File: src/rtl/mips32i_fetch_ctrl.sv
// Instruction-fetch sequencer: owns the fetch PC, runs the single-outstanding
// imem request/response handshake and holds one fetched instruction for decode.
module mips32i_fetch_ctrl #(
    parameter logic [31:0] RESET_PC = 32'h0000_0000
) (
    input  logic        clk,
    input  logic        rst,
    input  logic        stall,
    input  logic        redirect_valid,
    input  logic [31:0] redirect_pc,
    output logic        imem_req_valid,
    input  logic        imem_req_ready,
    output logic [31:0] imem_req_addr,
    input  logic        imem_resp_valid,
    input  logic [31:0] imem_resp_data,
    output logic        if_valid,
    output logic [31:0] if_instr,
    output logic [31:0] if_pc_plus4,
    output logic [31:0] pc
);

    typedef enum logic [1:0] {
        ST_REQ,
        ST_WAIT,
        ST_HOLD,
        ST_DROP
    } state_t;

    state_t      state_q, state_d;
    logic [31:0] pc_q, pc_d;
    logic [31:0] instr_q, instr_d;
    logic [31:0] pc4_q, pc4_d;
    logic        vld_q, vld_d;

    logic [31:0] pc_inc;
    logic [31:0] redir_tgt;
    logic        req_valid;
    logic        unused_redirect_lsbs;

    assign pc_inc               = pc_q + 32'd4;
    assign redir_tgt            = {redirect_pc[31:2], 2'b00};
    assign unused_redirect_lsbs = ^redirect_pc[1:0];

    // A redirect withdraws any request so the stale address never reaches memory.
    always_comb begin
        req_valid = 1'b0;
        case (state_q)
            ST_REQ:  req_valid = !redirect_valid;
            ST_HOLD: req_valid = !stall && !redirect_valid;
            default: req_valid = 1'b0;
        endcase
        if (rst) begin
            req_valid = 1'b0;
        end
    end

    always_comb begin
        state_d = state_q;
        pc_d    = pc_q;
        instr_d = instr_q;
        pc4_d   = pc4_q;
        vld_d   = vld_q;
        case (state_q)
            ST_REQ: begin
                if (redirect_valid) begin
                    pc_d = redir_tgt;
                end else if (imem_req_ready) begin
                    state_d = ST_WAIT;
                end
            end
            ST_WAIT: begin
                if (redirect_valid) begin
                    pc_d    = redir_tgt;
                    state_d = imem_resp_valid ? ST_REQ : ST_DROP;
                end else if (imem_resp_valid) begin
                    instr_d = imem_resp_data;
                    pc4_d   = pc_inc;
                    pc_d    = pc_inc;
                    vld_d   = 1'b1;
                    state_d = ST_HOLD;
                end
            end
            ST_HOLD: begin
                if (redirect_valid) begin
                    vld_d   = 1'b0;
                    pc_d    = redir_tgt;
                    state_d = ST_REQ;
                end else if (!stall) begin
                    // Consume and issue the next fetch in the same cycle.
                    vld_d   = 1'b0;
                    state_d = imem_req_ready ? ST_WAIT : ST_REQ;
                end
            end
            ST_DROP: begin
                if (redirect_valid) begin
                    pc_d = redir_tgt;
                end
                if (imem_resp_valid) begin
                    state_d = ST_REQ;
                end
            end
            default: state_d = ST_REQ;
        endcase
    end

    always_ff @(posedge clk) begin
        if (rst) begin
            state_q <= ST_REQ;
            pc_q    <= RESET_PC;
            instr_q <= 32'h0;
            pc4_q   <= 32'h0;
            vld_q   <= 1'b0;
        end else begin
            state_q <= state_d;
            pc_q    <= pc_d;
            instr_q <= instr_d;
            pc4_q   <= pc4_d;
            vld_q   <= vld_d;
        end
    end

    assign imem_req_valid = req_valid;
    assign imem_req_addr  = pc_q;
    assign if_valid       = vld_q;
    assign if_instr       = instr_q;
    assign if_pc_plus4    = pc4_q;
    assign pc             = pc_q;

endmodule

File: config.mk
export PLATFORM = sky130hd
export DESIGN_NAME = mips32i_fetch_ctrl
export DESIGN_NICKNAME = d
export VERILOG_FILES = /design/src/rtl/mips32i_fetch_ctrl.sv
export SDC_FILE = /design/constraint.sdc
export NUM_CORES = 1
export LEC_CHECK = 0
export BUFFER_PORTS_ARGS = -buffer_cell sky130_fd_sc_hd__buf_2
export CORE_MARGIN = 4
export CORE_UTILIZATION = 52
export CTS_CLUSTER_DIAMETER = 80
export CTS_CLUSTER_SIZE = 12
export DETAILED_ROUTE_END_ITERATION = 6
export GPL_ROUTABILITY_DRIVEN = 0
export GPL_TIMING_DRIVEN = 0
export PLACE_DENSITY = 0.86
export SLEW_MARGIN = 20
export SYNTH_ARGS = -nofsm -noshare
export SYNTH_HDL_FRONTEND = slang
export SYNTH_SLANG_ARGS = --single-unit
File: constraint.sdc
create_clock -name clk -period 4.5 [get_ports clk]
set_input_delay 0.45 -clock clk [delete_from_list [all_inputs] [get_ports clk]]
set_output_delay 0.45 -clock clk [all_outputs]
set_load 0.02 [all_outputs]
==> results_dict.tcl, run 1 <==
set metrics [dict create \
    drive_gt1_share_pct 34.5 \
    relSlewSlack_pct 51.1 \
    end_kind "flip-flop" \
    skew_ns 0.0140 \
    grt_max_degree 18 \
    synth.distinct_cells 52 \
    post_cts_buffers 0 \
    synth_ff_type "dfxtp_1" \
    via_count 4913 \
    rsz0062_at_grt "no" \
    cp.required_ns 4.71 \
    num-fill-cells 708 \
    ys_ff_latch 95 \
    worstHoldPathType "in2reg" \
    synth_edf_count 0 \
    clk_latency_ns 0.36 \
    cts_tree "built" \
    postCtsHoldBufs 0 \
    arrival_ns 2.59 \
    synth_top_area_share_pct 41.0 \
    ant_nets 0 \
    ys_seq_area_share_pct 41.0 \
    slowest_delay_ns 0.57 \
    path_class "reg2reg" \
    cp_top_family "simple AND/OR/NAND/NOR gates" \
    cts-resized-gates 0 \
    path_cells "buf_2, nand3b_2, nor2_1, clkbuf_1, nand2_1, mux2i_1, nor3_1" \
    period_minus_slack_ns 2.38 \
    initial_core_util_pct 53.2 \
    tightest_slew_ns 0.734 \
    drc 0 \
    critPathMaxFanout 10 \
    path_clk_slew_ns 0.10 \
    die_w_um 102 \
    cts-root-buf "clkbuf_8" \
    syn_inst 574 \
    avgSynthCellArea_um2 8.09 \
    grt_pass1_vias 4541 \
    power_density_nw_per_um2 311 \
    grt_pass1_wl_mm 22.6 \
    p_leak_nw 2.67 \
    grt_antenna_before_repair 0 \
    drtIter0Drc 467 \
    portBuffers 190 \
    max_freq_mhz 421 \
    wirelength_mm 14.9 \
    grt_overflow 0 \
    num_antenna_cells 0 \
    finalSetupTns_ns 0 \
    hold_violations 0 \
    fp-row-count 34 \
    vias_per_cell 5.50 \
    coreArea_um2 8720 \
    h-tree-depth 3 \
    drt_pass1_iterations 5 \
    fp.dieH_um 102 \
    netlist_area_um2 4640 \
    critPathSlowestCell "nor2_1" \
    synth_top_area_cell "dfxtp_1" \
    post_drt_wl_per_cell_um 16.7 \
    io_pins 200 \
    setup_viol 0 \
    whs_ns 0.313 \
    cts.sinks 95 \
    ys.warnings.count 0 \
    crit_buf_inv 2 \
    status "finished clean" \
    seq_area_um2 1900 \
    clock_path_buffers 2 \
    multiInputGateArea_um2 2280 \
    max-cap-violations 0 \
    synthTopCellsByArea "dfxtp_1 (41%), nand2_1 (7.4%), buf_4 (6.0%)" \
    dp.final_hpwl_mm 11.1 \
    vdd_drop_max_mv 0.208 \
    nNetsFinal 851 \
    async_reset_ff_share_pct 0 \
    grt_use_total_pct 27.4 \
    cts_buffers 9 \
    dieArea_um2 10500 \
    areaGrowthSynthToFinish_pct 28.7 \
    r2r_setup_slack_ns 2.12 \
    period_share_pct 52.8 \
    start_kind "flip-flop" \
    slew_violations 0 \
]
[cells in the mapped netlist (all sizes together), types with 8 or more instances]
| library cell | number |
|---|---|
| xnor2 | 18 |
| clkbuf | 30 |
| nand4 | 16 |
| dfxtp | 95 |
| a211oi | 35 |
| nor2 | 61 |
| nor3 | 12 |
| nand3 | 17 |
| xor2 | 18 |
| buf | 48 |
| inv | 8 |
| nand2 | 91 |
| a21oi | 50 |
| o21ai | 18 |
[final cells by class]
cell class	count	area share, %
Multi-Input combinational cell	398	38.2
Sequential cell	95	31.8
Timing Repair Buffer	190	15.9
Buffer	78	7.46
Tap cell	108	2.26
Clock buffer	9	2.07
Clock inverter	7	1.70
Inverter	8	0.503
[metal layers]
metal	wire length (µm)	GRT usage [%]
met5	0	0
met4	380	10.4
met3	1840	7.92
met2	7160	46.0
met1	5530	33.1
[worst register-to-register path: cells and delay by family, from the launching register on]
kind                   cells  cell delay (ns)
and+or+nand+nor            4             1.04
DFF                        1             0.32
buffers and inverters      2             0.68
muxes                      1             0.19
[registers in the layout (all words and copies together), names as in the netlist]
name           count
state_q            2
imem_req_addr     30
if_pc_plus4       30
if_instr          32
if_valid           1
[worst paths after layout]
path / startpoint / endpoint / depth (start not counted)
setup reg to reg: state_q[0] / if_pc_plus4[31] / 7
hold reg to reg: if_instr[2] / if_instr[2] / 2
setup / recovery: state_q[0] / if_pc_plus4[31] / 7
hold / removal: imem_resp_data[17] / if_instr[17] / 3
[power breakdown]
group	switching, mW	total [mW]	internal [mW]
Sequential	0.0420	0.913	0.871
Combinational	0.183	0.307	0.124
Clock	0.319	0.638	0.319
[layout by cell type, fill, tap and decap left out, types with 3 or more instances in the layout]
cell type,Yosys,layout
buf_2,11,201
dfxtp_1,95,95
nand2_1,91,91
nor2_1,61,61
a21oi_1,50,50
buf_4,37,37
a211oi_1,33,33
clkbuf_1,30,30
xnor2_1,18,18
xor2_1,18,18
o21ai_0,18,18
nand3_1,16,16
nand4_1,13,13
nor3_1,11,11
clkbuf_8,0,9
inv_1,8,8
conb_1,1,6
and3_1,5,5
nor4_1,5,5
and4_1,4,4
or3_1,4,4
mux2i_1,4,4
o21a_1,3,3
a311oi_1,3,3
inv_6,0,3
[cell families after synthesis]
family	count (synthesis)	synth area share, %
other	1	0.0808
flip-flops	95	41.0
AO/OA/AOI/OAI	120	16.4
multiplexers	4	0.863
buffers and inverters	86	10.2
XOR/XNOR	36	6.79
AND/OR/NAND/NOR	231	24.3
adder cells (fa/ha/maj)	1	0.269
[per-stage QoR]
stage	cells	power [mW]	instance area (µm²)	utilization (%)	worst slack, ns
floorplan	579	1.12	4660	-	2.60
global placement	877	1.23	5750	65.9	2.11
detailed placement	877	1.23	5750	65.9	2.08
CTS	893	1.86	5970	68.5	2.19
global route	893	1.92	5970	68.5	1.94
finish	893	1.86	5970	68.5	2.12
Note: power is estimated with default switching activity, not from simulation.
==> inputs of run 2 (changes only) <==
Settings changed: CORE_UTILIZATION 52 to 43, PLACE_DENSITY 0.86 to 0.76.
Clock period 4.5 ns to 2.01 ns, I/O delays scaled along.
==> run 2 against run 1 <==
Clock power is 85% higher. Largest cell class unchanged. Critical path type unchanged. Routed wire length up 3.8%. Combinational power rose by 130%.
==> results_dict.tcl, run 2 (synthesis results as in run 1) <==
set metrics [dict create \
    status "finished clean" \
    slowest_delay_ns 0.56 \
    dpl_cell_area_um2 5780 \
    critPathSlowestCell "dfxtp_1" \
    grt_max_degree 15 \
    period_share_pct 97.3 \
    wirelength_mm 15.5 \
    portBuffers 190 \
    clock_path_buffers 2 \
    drc 0 \
    nNetsFinal 854 \
    grt_overflow 0 \
    grt_antenna_before_repair 0 \
    largest_reg_flops 32 \
    postCtsHoldBufs 0 \
    power_mw 3.93 \
    fp.dieH_um 112 \
    areaGrowthSynthToFinish_pct 31.1 \
    start_kind "flip-flop" \
    grt_pass1_wl_mm 23.9 \
    vdd_drop_max_mv 0.404 \
    cts-root-buf "clkbuf_8" \
    max_freq_mhz 511 \
    r2r_setup_slack_ns 0.05 \
    dp.final_hpwl_mm 11.7 \
    period_minus_slack_ns 1.96 \
    fin_util_pct 58.4 \
    path_class "reg2reg" \
    end_kind "flip-flop" \
    cts.sinks 95 \
    cts_buffers 9 \
    slew_violations 0 \
    fp-row-count 37 \
    setup_slack_ns 0.0534 \
    via_count 4895 \
    path_clk_slew_ns 0.10 \
    grt_use_total_pct 23.6 \
    cp.required_ns 2.23 \
    arrival_ns 2.18 \
    final_common_cell "buf_2" \
    cts_tree "built" \
    max-cap-violations 0 \
    critPathMaxFanout 8 \
    die_w_um 112 \
    clk_latency_ns 0.37 \
    skew_ns 0.0212 \
    initial_core_util_pct 44.6 \
    io_pins 200 \
    vias_per_cell 5.30 \
    dpl_worst_slack_ns -0.285 \
    post_drt_wl_per_cell_um 16.8 \
    tightest_slew_ns 0.767 \
    drtIter0Drc 348 \
    setup_viol 0 \
    worstHoldPathType "in2reg" \
    grt_pass1_vias 4698 \
    drt_pass1_iterations 5 \
    p_leak_nw 2.74 \
    power_density_nw_per_um2 645 \
    ant_nets 0 \
    design_area_um2 6080 \
    final_cell_mix "buf_2 (200), nand2_1 (91), dfxtp_1 (85), nor2_1 (59), a21oi_1 (50)" \
    h-tree-depth 3 \
    hold_violations 0 \
    path_cells "nand3_4, nor4_4, nand4bb_1, mux2i_1, nor3_1" \
    whs_ns 0.0668 \
    drive_gt1_share_pct 37.9 \
    dieArea_um2 12500 \
    relSlewSlack_pct 48.8 \
    num_antenna_cells 0 \
    coreArea_um2 10400 \
]
==> run 2: what timing repair did <==
action / CTS / global route
gates resized for setup: 10 / 30
buffers inserted: 0 / 3
cloned: 0 / 0
endpoints found under the setup margin: 57 / 73
pin swaps: 1 / 2
==> run 2: worst max-delay path: cells and delay by family, from the launching register on <==
kind,cells,cell delay [ns]
and+or+nand+nor,4,0.94
DFF,1,0.56
muxes,1,0.30
==> run 2: stage by stage <==
| step | instances | TNS (ns) |
|---|---|---|
| finish | 923 | 0 |
| global route | 923 | -0.0218 |
| CTS | 920 | 0 |
| detailed placement | 905 | -5.21 |
| global placement | 905 | -2.31 |
| floorplan | 579 | 0 |
==> run 2: final cells by class <==
class,count,area (µm²)
buffer,78,462
clock buffer,12,155
clock inverter,3,18.8
fill,996,4330
inverter,8,30.0
multi-input combinational,398,2360
sequential,95,1920
tap,136,170
timing repair buffer,193,973
==> run 2: worst paths after layout <==
check                                   startpoint              end  depth (start not counted)
worst min-delay path            imem_resp_data[11]     if_instr[11]                          3
worst max register to register    imem_req_addr[7]  if_pc_plus4[31]                          5
worst min register to register         if_instr[4]      if_instr[4]                          2
worst max-delay path              imem_req_addr[7]  if_pc_plus4[31]                          5
==> run 2: power by group <==
part           switching (mW)  total [mW]  internal [mW]  leakage [nW]
clock                   0.672        1.18          0.511        0.0922
sequential             0.0997        2.05           1.95         0.778
combinational           0.410       0.692          0.282          1.87
==> run 2: layer usage <==
layer | track usage, % | vias to the layer above | wire (µm)
li1 | - | 2362 | -
met1 | 28.7 | 2277 | 6200
met2 | 40.2 | 234 | 7400
met3 | 7.83 | 22 | 1610
met4 | 5.84 | 0 | 260
met5 | 0 | - | 0
==> inputs of run 3 (changes only) <==
Settings changed: PLACE_DENSITY 0.76 to default, PLACE_DENSITY_LB_ADDON from default to 0.12.
==> run 3 against run 2 <==
Sequential cell count unchanged. Critical endpoint unchanged. Sequential share of layout area down 0.35 points. Final cell count unchanged. Largest power group unchanged. Utilization up 0.50 points. Largest cell class unchanged. Highest routed layer unchanged. Clock power up 34%. Clock skew down 0.016 ns. Register-to-register slack better by 0.06 ns. Hold slack worse by 0.0045 ns. Critical path type unchanged. Critical path depth up 2. Sequential power about the same. Die area unchanged.
==> results_dict.tcl, run 3 (synthesis results as in run 1) <==
set metrics [dict create \
    worstHoldPathType "in2reg" \
    tightest_slew_ns 0.713 \
    arrival_ns 2.13 \
    path_cells "buf_2, nand3b_2, nor2_4, buf_2, nand2_1, mux2i_1, nor3_1" \
    max_freq_mhz 527 \
    seq_area_um2 1910 \
    drtIter0Drc 248 \
    min_from "imem_resp_data[23]" \
    coreArea_um2 10400 \
    max-cap-violations 0 \
    slowest_delay_ns 0.33 \
    postCtsHoldBufs 0 \
    initial_core_util_pct 44.6 \
    fin_cells 923 \
    clk_latency_ns 0.36 \
    start_kind "flip-flop" \
    hold-path-endpoint "if_instr[23]" \
    h-tree-depth 3 \
    die_w_um 112 \
    num_antenna_cells 0 \
    setup_viol 0 \
    dp.final_hpwl_mm 11.4 \
    hold_violations 0 \
    power_density_nw_per_um2 703 \
    p_leak_nw 2.77 \
    num-fill-cells 995 \
    drt_pass1_iterations 5 \
    grt_max_degree 17 \
    cts_tree "built" \
    period_minus_slack_ns 1.90 \
    vias_per_cell 5.24 \
    fp.dieH_um 112 \
    dpl_cell_area_um2 5780 \
    clock_path_buffers 2 \
    post_drt_wl_per_cell_um 16.6 \
    fin_util_pct 58.9 \
    dieArea_um2 12500 \
    portBuffers 190 \
    grt_pass1_wl_mm 23.8 \
    cp.required_ns 2.24 \
    drive_gt1_share_pct 37.4 \
    setup_slack_ns 0.112 \
    grt_overflow 0 \
    reg2reg_depth 7 \
    via_count 4839 \
    fp-row-count 37 \
    dpl_worst_slack_ns -0.395 \
    r2r-end "if_pc_plus4[31]" \
    nNetsFinal 853 \
    drc 0 \
    cts-root-buf "clkbuf_8" \
    areaGrowthSynthToFinish_pct 32.2 \
    vdd_drop_max_mv 0.330 \
    regToRegStartpoint "state_q[0]" \
    final_cell_mix "buf_2 (203), nand2_1 (91), dfxtp_1 (89), nor2_1 (59), a21oi_1 (50)" \
    ant_nets 0 \
    dp.cells 905 \
    r2r_setup_slack_ns 0.11 \
    whs_path_depth 3 \
    wirelength_mm 15.3 \
    status "finished clean" \
    slew_violations 0 \
    path_clk_slew_ns 0.10 \
    power_mw 4.32 \
    rsz0062_at_grt "yes" \
    largest_reg_flops 32 \
    skew_ns 0.00547 \
    final_common_cell "buf_2" \
    path_class "reg2reg" \
    end_kind "flip-flop" \
    relSlewSlack_pct 52.5 \
    cts.sinks 95 \
    grt_antenna_before_repair 0 \
    design_area_um2 6140 \
    crit_top_cell "buf_2" \
    critPathSlowestCell "buf_2" \
    grt_use_total_pct 23.6 \
    grt_pass1_vias 4693 \
    multiInputGateArea_um2 2350 \
    period_share_pct 94.4 \
    io_pins 200 \
    cts_buffers 9 \
    critPathMaxFanout 10 \
]
[run 3: changes by cell type in the layout (fill, tap and decap cells not counted), moves of 2 or more]
cell	delta
clkbuf_1	-2
dfxtp_1	+4
clkinv_2	-2
clkbuf_4	-3
bufinv_16	+3
buf_2	+3
dfxtp_2	-4
[run 3: worst max-delay path by stage]
| stage | depth (start not counted) | end | slack, ns | start |
|---|---|---|---|---|
| final | 7 | if_pc_plus4[31] | 0.11 | state_q[0] |
| after global routing | 6 | if_instr[10] | -0.007 | state_q[0] |
| after CTS | 6 | imem_req_addr[31] | 0.006 | imem_req_addr[6] |
| after detailed placement | 7 | if_pc_plus4[31] | -0.40 | state_q[0] |
| after global placement | 7 | if_pc_plus4[31] | -0.39 | state_q[0] |
| after floorplan | 6 | imem_req_addr[18] | 0.11 | imem_req_addr[2] |
[run 3: metal layers]
layer  vias to the layer above  track usage, %  wire length, µm
met4                         0            8.11              286
met2                       210            38.9             7250
met3                        17            6.90             1470
li1                       2362               -                -
met1                      2250            29.5             6330
met5                         -               0                0
[run 3: timing repair]
| item | CTS | global route |
|---|---|---|
| setup buffers | 0 | 2 |
| endpoints found under the setup margin | 77 | 49 |
| gates resized for setup | 12 | 20 |
| gates cloned | 0 | 0 |
| pin swaps | 1 | 4 |
[run 3: power by group]
group	total, mW	switching (mW)	leakage [nW]	internal (mW)
sequential	2.05	0.0948	0.776	1.95
combinational	0.691	0.411	1.86	0.279
clock	1.58	0.710	0.127	0.870
total	4.32	1.22	2.77	3.10
[run 3: through the flow]
stage | TNS (ns) | hold slack, ns
after floorplan | 0 | 0.337
after global placement | -8.82 | 0.431
after detailed placement | -11.74 | 0.440
after CTS | 0 | 0.0449
after global routing | -0.00736 | 0.0446
final | 0 | 0.0623
[run 3: layout make-up]
class / instances / share of cell area, %
Timing Repair Buffer: 192 / 15.7
Multi-Input combinational cell: 398 / 38.3
Tap cell: 136 / 2.77
Clock buffer: 10 / 2.24
Clock inverter: 6 / 1.90
Buffer: 78 / 7.42
Inverter: 8 / 0.489
Sequential cell: 95 / 31.2
[run 3: critical path, delay by kind of cell (launching register included)]
kind | cells | cell delay, ns
buffers and inverters | 2 | 0.51
AND/OR/NAND/NOR | 4 | 0.77
multiplexers | 1 | 0.16
flip-flops | 1 | 0.31
